--- src/rtl/hazard_fwd_pkg.sv ---
// Shared definitions for the hazard / forwarding unit.
//   - fwd_sel encodings driven per source operand
//   - FSM state encoding for the load-latency stall controller
package hazard_fwd_pkg;

  // Operand source selects for the EX-stage operand muxes.
  localparam logic [1:0] FWD_RF  = 2'b00;  // register file value
  localparam logic [1:0] FWD_MEM = 2'b01;  // result sitting in MEM
  localparam logic [1:0] FWD_WB  = 2'b10;  // result sitting in WB

  // Load-latency stall controller states.
  typedef enum logic [1:0] {
    ST_RUN         = 2'd0,
    ST_MEM_WAIT    = 2'd1,
    ST_MEM_RELEASE = 2'd2
  } state_e;

endpackage

--- src/rtl/fwd_sel_cmp.sv ---
// Forward-select comparator for one EX source operand.
// Ports:
//   src_addr_i      EX source register address of this operand
//   mem_reg_rd_i    MEM destination register
//   mem_reg_write_i MEM writes the register file
//   wb_reg_rd_i     WB destination register
//   wb_reg_write_i  WB writes the register file
//   fwd_sel_o       FWD_MEM / FWD_WB / FWD_RF; MEM wins over WB (newer value)
module fwd_sel_cmp
  import hazard_fwd_pkg::*;
#(
  parameter int AW = 5
) (
  input  logic [AW-1:0] src_addr_i,
  input  logic [AW-1:0] mem_reg_rd_i,
  input  logic          mem_reg_write_i,
  input  logic [AW-1:0] wb_reg_rd_i,
  input  logic          wb_reg_write_i,
  output logic [1:0]    fwd_sel_o
);

  // Register 0 is hard-wired to zero, so a write to it never forwards.
  always_comb begin
    // NOTE: assign a default first so every path drives the output; a
    // missing branch would otherwise infer a latch.
    fwd_sel_o = FWD_RF;
    if (mem_reg_write_i && (mem_reg_rd_i != '0) && (mem_reg_rd_i == src_addr_i)) begin
      fwd_sel_o = FWD_MEM;
    end else if (wb_reg_write_i && (wb_reg_rd_i != '0) && (wb_reg_rd_i == src_addr_i)) begin
      fwd_sel_o = FWD_WB;
    end
  end

endmodule

--- src/rtl/hazard_fwd_unit.sv ---
// Pipeline hazard detection and forwarding control.
// Ports:
//   clk, arst_n            clock, asynchronous active-low reset
//   id_valid, id_src_addr  ID-stage instruction and its packed source addresses
//   exe_src_addr           EX-stage packed source addresses (forwarding compare)
//   exe_mem_read/reg_rd    EX load flag and destination (load-use detection)
//   mem_mem_read           MEM holds a load (multi-cycle latency stall)
//   mem_reg_rd/reg_write   MEM destination / write enable (forwarding)
//   wb_reg_rd/reg_write    WB destination / write enable (forwarding)
//   cnt_clr                synchronous clear of both performance counters
//   fwd_sel                per-operand forward select, 2 bits per operand
//   stall_id, bubble_ex    load-use stall of PC/IF/ID plus EX bubble
//   stall_all              whole-pipeline freeze while a slow load completes
//   lu_stall_cnt           saturating count of load-use stall cycles
//   mem_stall_cnt          saturating count of load-latency stall cycles
module hazard_fwd_unit
  import hazard_fwd_pkg::*;
#(
  parameter int AW       = 5,
  parameter int N_OPS    = 2,
  parameter int LOAD_LAT = 1,
  parameter int CNT_W    = 16
) (
  input  logic                  clk,
  input  logic                  arst_n,
  input  logic                  id_valid,
  input  logic [N_OPS*AW-1:0]   id_src_addr,
  input  logic [N_OPS*AW-1:0]   exe_src_addr,
  input  logic                  exe_mem_read,
  input  logic [AW-1:0]         exe_reg_rd,
  input  logic                  mem_mem_read,
  input  logic [AW-1:0]         mem_reg_rd,
  input  logic                  mem_reg_write,
  input  logic [AW-1:0]         wb_reg_rd,
  input  logic                  wb_reg_write,
  input  logic                  cnt_clr,
  output logic [N_OPS*2-1:0]    fwd_sel,
  output logic                  stall_id,
  output logic                  bubble_ex,
  output logic                  stall_all,
  output logic [CNT_W-1:0]      lu_stall_cnt,
  output logic [CNT_W-1:0]      mem_stall_cnt
);

  // A load with latency L needs L-1 freeze cycles; the first is spent in
  // ST_RUN, the remaining L-2 are counted down in wcnt.
  localparam bit         HAS_LAT     = (LOAD_LAT > 1);
  localparam int         WCNT_INIT_I = HAS_LAT ? (LOAD_LAT - 2) : 0;
  localparam logic [2:0] WCNT_INIT   = WCNT_INIT_I[2:0];
  localparam logic [CNT_W-1:0] CNT_MAX = '1;
  localparam logic [CNT_W-1:0] CNT_ONE = {{(CNT_W-1){1'b0}}, 1'b1};

  state_e           state_q;
  logic [2:0]       wcnt_q;
  logic [CNT_W-1:0] lu_cnt_q, lu_cnt_d;
  logic [CNT_W-1:0] mem_cnt_q, mem_cnt_d;
  logic             lu_hit;

  // Forwarding: one independent comparator per EX source operand.
  for (genvar g = 0; g < N_OPS; g++) begin : g_op
    fwd_sel_cmp #(.AW(AW)) u_cmp (
      .src_addr_i      (exe_src_addr[g*AW +: AW]),
      .mem_reg_rd_i    (mem_reg_rd),
      .mem_reg_write_i (mem_reg_write),
      .wb_reg_rd_i     (wb_reg_rd),
      .wb_reg_write_i  (wb_reg_write),
      .fwd_sel_o       (fwd_sel[g*2 +: 2])
    );
  end

  // Load-use: the ID instruction reads the register an EX load is producing.
  always_comb begin
    lu_hit = 1'b0;
    for (int i = 0; i < N_OPS; i++) begin
      if (id_src_addr[i*AW +: AW] == exe_reg_rd) lu_hit = 1'b1;
    end
    lu_hit = lu_hit && exe_mem_read && (exe_reg_rd != '0) && id_valid;
  end

  // The freeze starts in the same cycle the load is first seen in MEM, so
  // stall_all is decoded from the state plus the live mem_mem_read.
  always_comb begin
    stall_all = 1'b0;
    case (state_q)
      ST_RUN:      stall_all = mem_mem_read && HAS_LAT;
      ST_MEM_WAIT: stall_all = 1'b1;
      default:     stall_all = 1'b0;
    endcase
  end

  // A full freeze already holds ID, so the load-use stall is suppressed and
  // simply re-evaluated once the freeze releases.
  assign stall_id  = lu_hit && !stall_all;
  assign bubble_ex = stall_id;

  // ST_MEM_RELEASE is one cycle where mem_mem_read is ignored: the finishing
  // load still sits in MEM and must not re-trigger the freeze.
  always_ff @(posedge clk or negedge arst_n) begin
    // NOTE: only control state is reset here; the reset is asynchronous so a
    // pending wait aborts immediately without needing a clock edge.
    if (!arst_n) begin
      state_q <= ST_RUN;
      wcnt_q  <= '0;
    end else begin
      // NOTE: sequential state uses non-blocking assignment so every register
      // samples the pre-edge values regardless of statement order.
      case (state_q)
        ST_RUN: begin
          if (mem_mem_read && HAS_LAT) begin
            wcnt_q  <= WCNT_INIT;
            state_q <= (LOAD_LAT == 2) ? ST_MEM_RELEASE : ST_MEM_WAIT;
          end
        end
        ST_MEM_WAIT: begin
          wcnt_q <= wcnt_q - 3'd1;
          if (wcnt_q == 3'd1) state_q <= ST_MEM_RELEASE;
        end
        ST_MEM_RELEASE: state_q <= ST_RUN;
        default:        state_q <= ST_RUN;
      endcase
    end
  end

  // Saturating performance counters; clear wins over increment.
  always_comb begin
    lu_cnt_d  = lu_cnt_q;
    mem_cnt_d = mem_cnt_q;
    if (cnt_clr) begin
      lu_cnt_d  = '0;
      mem_cnt_d = '0;
    end else begin
      if (stall_id && (lu_cnt_q != CNT_MAX))   lu_cnt_d  = lu_cnt_q + CNT_ONE;
      if (stall_all && (mem_cnt_q != CNT_MAX)) mem_cnt_d = mem_cnt_q + CNT_ONE;
    end
  end

  always_ff @(posedge clk or negedge arst_n) begin
    if (!arst_n) begin
      lu_cnt_q  <= '0;
      mem_cnt_q <= '0;
    end else begin
      lu_cnt_q  <= lu_cnt_d;
      mem_cnt_q <= mem_cnt_d;
    end
  end

  assign lu_stall_cnt  = lu_cnt_q;
  assign mem_stall_cnt = mem_cnt_q;

endmodule

--- config.mk ---
export PLATFORM = sky130hd
export DESIGN_NAME = hazard_fwd_unit
export DESIGN_NICKNAME = d
export VERILOG_FILES = /design/src/rtl/hazard_fwd_pkg.sv /design/src/rtl/fwd_sel_cmp.sv /design/src/rtl/hazard_fwd_unit.sv
export SDC_FILE = /design/constraint.sdc
export NUM_CORES = 1
export LEC_CHECK = 0
export CAP_MARGIN = 0
export CORE_UTILIZATION = 45
export DETAILED_ROUTE_END_ITERATION = 12
export PLACE_DENSITY = 0.91
export SLEW_MARGIN = 20
export SYNTH_ARGS = -nofsm -noshare
export SYNTH_HDL_FRONTEND = slang
export SYNTH_SLANG_ARGS = --single-unit
export TNS_END_PERCENT = 1
--- constraint.sdc ---
create_clock -name clk -period 3.3 [get_ports clk]
set_input_delay 0.33 -clock clk [delete_from_list [all_inputs] [get_ports clk]]
set_output_delay 0.33 -clock clk [all_outputs]
set_load 0.005 [all_outputs]
==> metrics.md <==
| Metric | Value |
|---|---|
| Max Buffers Root-to-Sink | 2 |
| Critical path's slowest cell | clkdlybuf4s50_1 |
| Post_cts resized | 0 |
| Seq pwr share | 46.3% |
| Final worst setup slack | 359 ps |
| Vias | 1711 |
| CTS Root Cell | clkbuf_8 |
| Run status | finished, final reports clean |
| R2r endpoint | lu_stall_cnt[9] |
| CP bufs+invs | 2 |
| Io pins | 82 |
| Worst skew pair latency | 290 ps |
| Layout cells sized above 1 | 7.41% |
| Rows | 23 |
| Worst setup endpoint | fwd_sel[1] |
| N_diodes | 0 |
| Synth warn | 0 |
| Antenna Nets Post-Route | 0 |
| Critical path class | in -> out |
| CP Data Arrival Time | 2610 ps |
| Dpl cell area | 2700 um2 |
| Commonest non-fill, non-tap cell in the layout | clkdlybuf4s50_1 |
| Largest net degree at the start of global routing | 33 |
| Core Region | 4000 um2 |
| Initial drt markers | 36 |
| Rel. slew slack | 46.4% |
| Number of synthesized flops with an enable pin | 0 |
| Compound-Gate Fraction of Synth Area | 11.2% |
| Area growth syn-to-layout | 48.4% |
| P_int | 631 uW |
| Top FF cell, synth | dfrtp_1 |
| Wirelength per Cell | 14.3 um |
| Net Switching | 216 uW |
| Tot Pwr | 848 uW |
| FILL cells | 321 |
| Endpoints failing hold | 0 |
| CP peak stage delay | 590 ps |
| Post-synthesis mux area share | 2.39% |
| Leakage | 0.00107 uW |
| Final Wtd Congestion | 0.869 |
| PortBufs | 79 |
| All-Layer GR Usage | 22.3% |
| Crit end category | output port |
| First-pass iteration count of the detailed router | 4 |
| CTS hold repair buffers | 0 |
| Top delay family on crit path | buffers and inverters |
| First-pass GRT wire length | 7.31 mm |
| Worst path required time | 2970 ps |
| Vias/cell | 5.35 |
| H-tree Lvls | 2 |
| Power per Cell Area | 303 nW/um2 |
| Post-Syn Area | 1890 um2 |
| Main combinational cell family by area after synthesis | simple AND/OR/NAND/NOR gates |
| Area share of fa/ha/maj cells after synthesis | 0.663% |
| Fin crit share | 89.1% |
| Die W | 66.8 um |
| Die Y-Extent | 66.8 um |
| Post-CTS Setup Inserts | 0 |
| Starting density of the core | 47.2% |
| DP Worst Slack | 343 ps |
| Die ar. | 4460 um2 |
| Worst hold path class | in -> async |
| Dpl hpwl | 3.36 mm |
| CP Max Fanout | 3 |
| Clk_skew | 6.52 ps |
| Cells on worst reg2reg path | 6 |
| Final min period | 2940 ps |
| Clock power share | 38.3% |
| Switching power share of the total | 25.5% |
| Final Util | 70.0% |
| Clock-pin slew on the worst setup and hold paths | 70 ps |
| Nets | 313 |
| Crit. Startpoint | mem_reg_rd[0] |
| Setup TNS | 0 ps |
| Final slew viol count | 0 |
| Vias in the first global route | 1651 |
| Worst r2r src | lu_stall_cnt[0] |
| Final Cell Area | 2800 um2 |
| CTS tree | done |
| Most frequent cells in the layout | clkdlybuf4s50_1 (79), dfrtp_1 (32), xor2_1 (24), nor2b_1 (21), a21oi_1 (11) |
| Slew @ Worst Pin | 801 ps |
| Crit path cell chain | clkdlybuf4s50_1 > or4_1 > o21ai_0 > nor4_1 > nor4_1 > clkdlybuf4s50_1 |
| Power share of the combinational group | 15.3% |
| Post-Synthesis Cells | 191 |
| Crit. path cell count | 6 |
| Post-synthesis simple-gate area fraction | 25.8% |
| FFs w/ async S/R, synth | 100% |
| CTS sink cnt | 32 |
| Mapped Nets | 235 |
| Synth Register Bits | 32 |
| RSZ-0062 raised after global routing | false |
| Max frequency | 0.340 GHz |
| # setup viols final | 0 |
| CTS Buf Count | 5 |
| Remaining Overflow, GRT | 0 |
| Startpoint types | input pin |
| Synth Area in XOR/XNOR | 13.9% |
| Seq/Total Area, Yosys | 42.4% |
| R2R Setup Slk | 1170 ps |
| WL final | 4.57 mm |
| Mapped Avg Cell Area | 9.88 um2 |
| Cell variety after synth | 34 |
| Antenna violations before repair | 0 |
| Worst vdd ir | 0.320 mV |
| Max-cap check violation count | 0 |
| Drc violations | 0 |
==> metrics by stage <==
stage	instances	hold slack, ps
final	320	424
after global routing	320	475
after global placement	312	479
after detailed placement	312	485
after floorplan	191	34.4
after CTS	320	435
==> power by group through the flow <==
stage | combinational [uW] | clock (uW) | sequential, uW
3_3_place_gp | 128 | 0 | 400
2_1_floorplan | 51.8 | 0 | 400
5_1_grt | 142 | 346 | 392
3_5_place_dp | 130 | 0 | 400
6_report | 130 | 325 | 393
4_1_cts | 131 | 332 | 393
==> layer usage <==
layer	vias to the layer above	track usage [%]	part of all wire, %
li1	840	-	-
met1	798	25.5	42
met2	62	36.2	46
met3	11	8.05	8.9
met4	0	11.7	2.6
met5	-	0	0
==> final cells by class <==
type / count / area (um2) / area share (%)
inverter: 1 / 3.75 / 0.134
tap: 50 / 62.6 / 2.23
clock buffer: 6 / 82.6 / 2.95
clock inverter: 2 / 15.0 / 0.536
multi-input combinational: 147 / 1020 / 36.5
timing repair buffer: 82 / 813 / 29.0
sequential: 32 / 801 / 28.6
==> worst min-delay path by stage <==
stage                                  from                end  slack, ps  cells past startpoint
final                                arst_n  mem_stall_cnt[13]        420                      2
after global placement    mem_stall_cnt[15]  mem_stall_cnt[15]        480                      1
after detailed placement  mem_stall_cnt[12]  mem_stall_cnt[12]        480                      1
after global routing                 arst_n  mem_stall_cnt[13]        470                      2
after floorplan                      arst_n    lu_stall_cnt[0]         30                      0
after CTS                            arst_n    lu_stall_cnt[6]        430                      2
==> cell usage after synthesis (6+ instances only) <==
cell type | instances | area share, %
nand3_1 | 7 | 1.9
clkbuf_1 | 7 | 1.4
a21oi_1 | 11 | 2.9
o21ai_0 | 7 | 1.9
xnor2_1 | 6 | 2.8
o31ai_1 | 6 | 2.4
dfrtp_1 | 32 | 42
nor2b_1 | 21 | 7.0
xor2_1 | 24 | 11
nor2_1 | 9 | 1.8
nand4_1 | 6 | 2.0
or4_1 | 10 | 4.0
==> registers in the layout (all words and copies together) (netlist names) <==
| name | count |
|---|---|
| lu_stall_cnt | 16 |
| mem_stall_cnt | 16 |
==> cells by family after synthesis <==
family | after synthesis
AND/OR/NAND/NOR | 81
flip-flops | 32
AO/OA/AOI/OAI | 30
XOR/XNOR | 30
buffers and inverters | 12
multiplexers | 4
adder cells (fa/ha/maj) | 1
other | 1
==> worst register-to-register path: stages (launching register included) <==
cell,delay [ps]
dfrtp_1,430
ha_1,250
and4_1,290
nand2_1,200
o211ai_1,190
nor3_1,290
mux2_2,370
(Power assumes the default switching activity.)
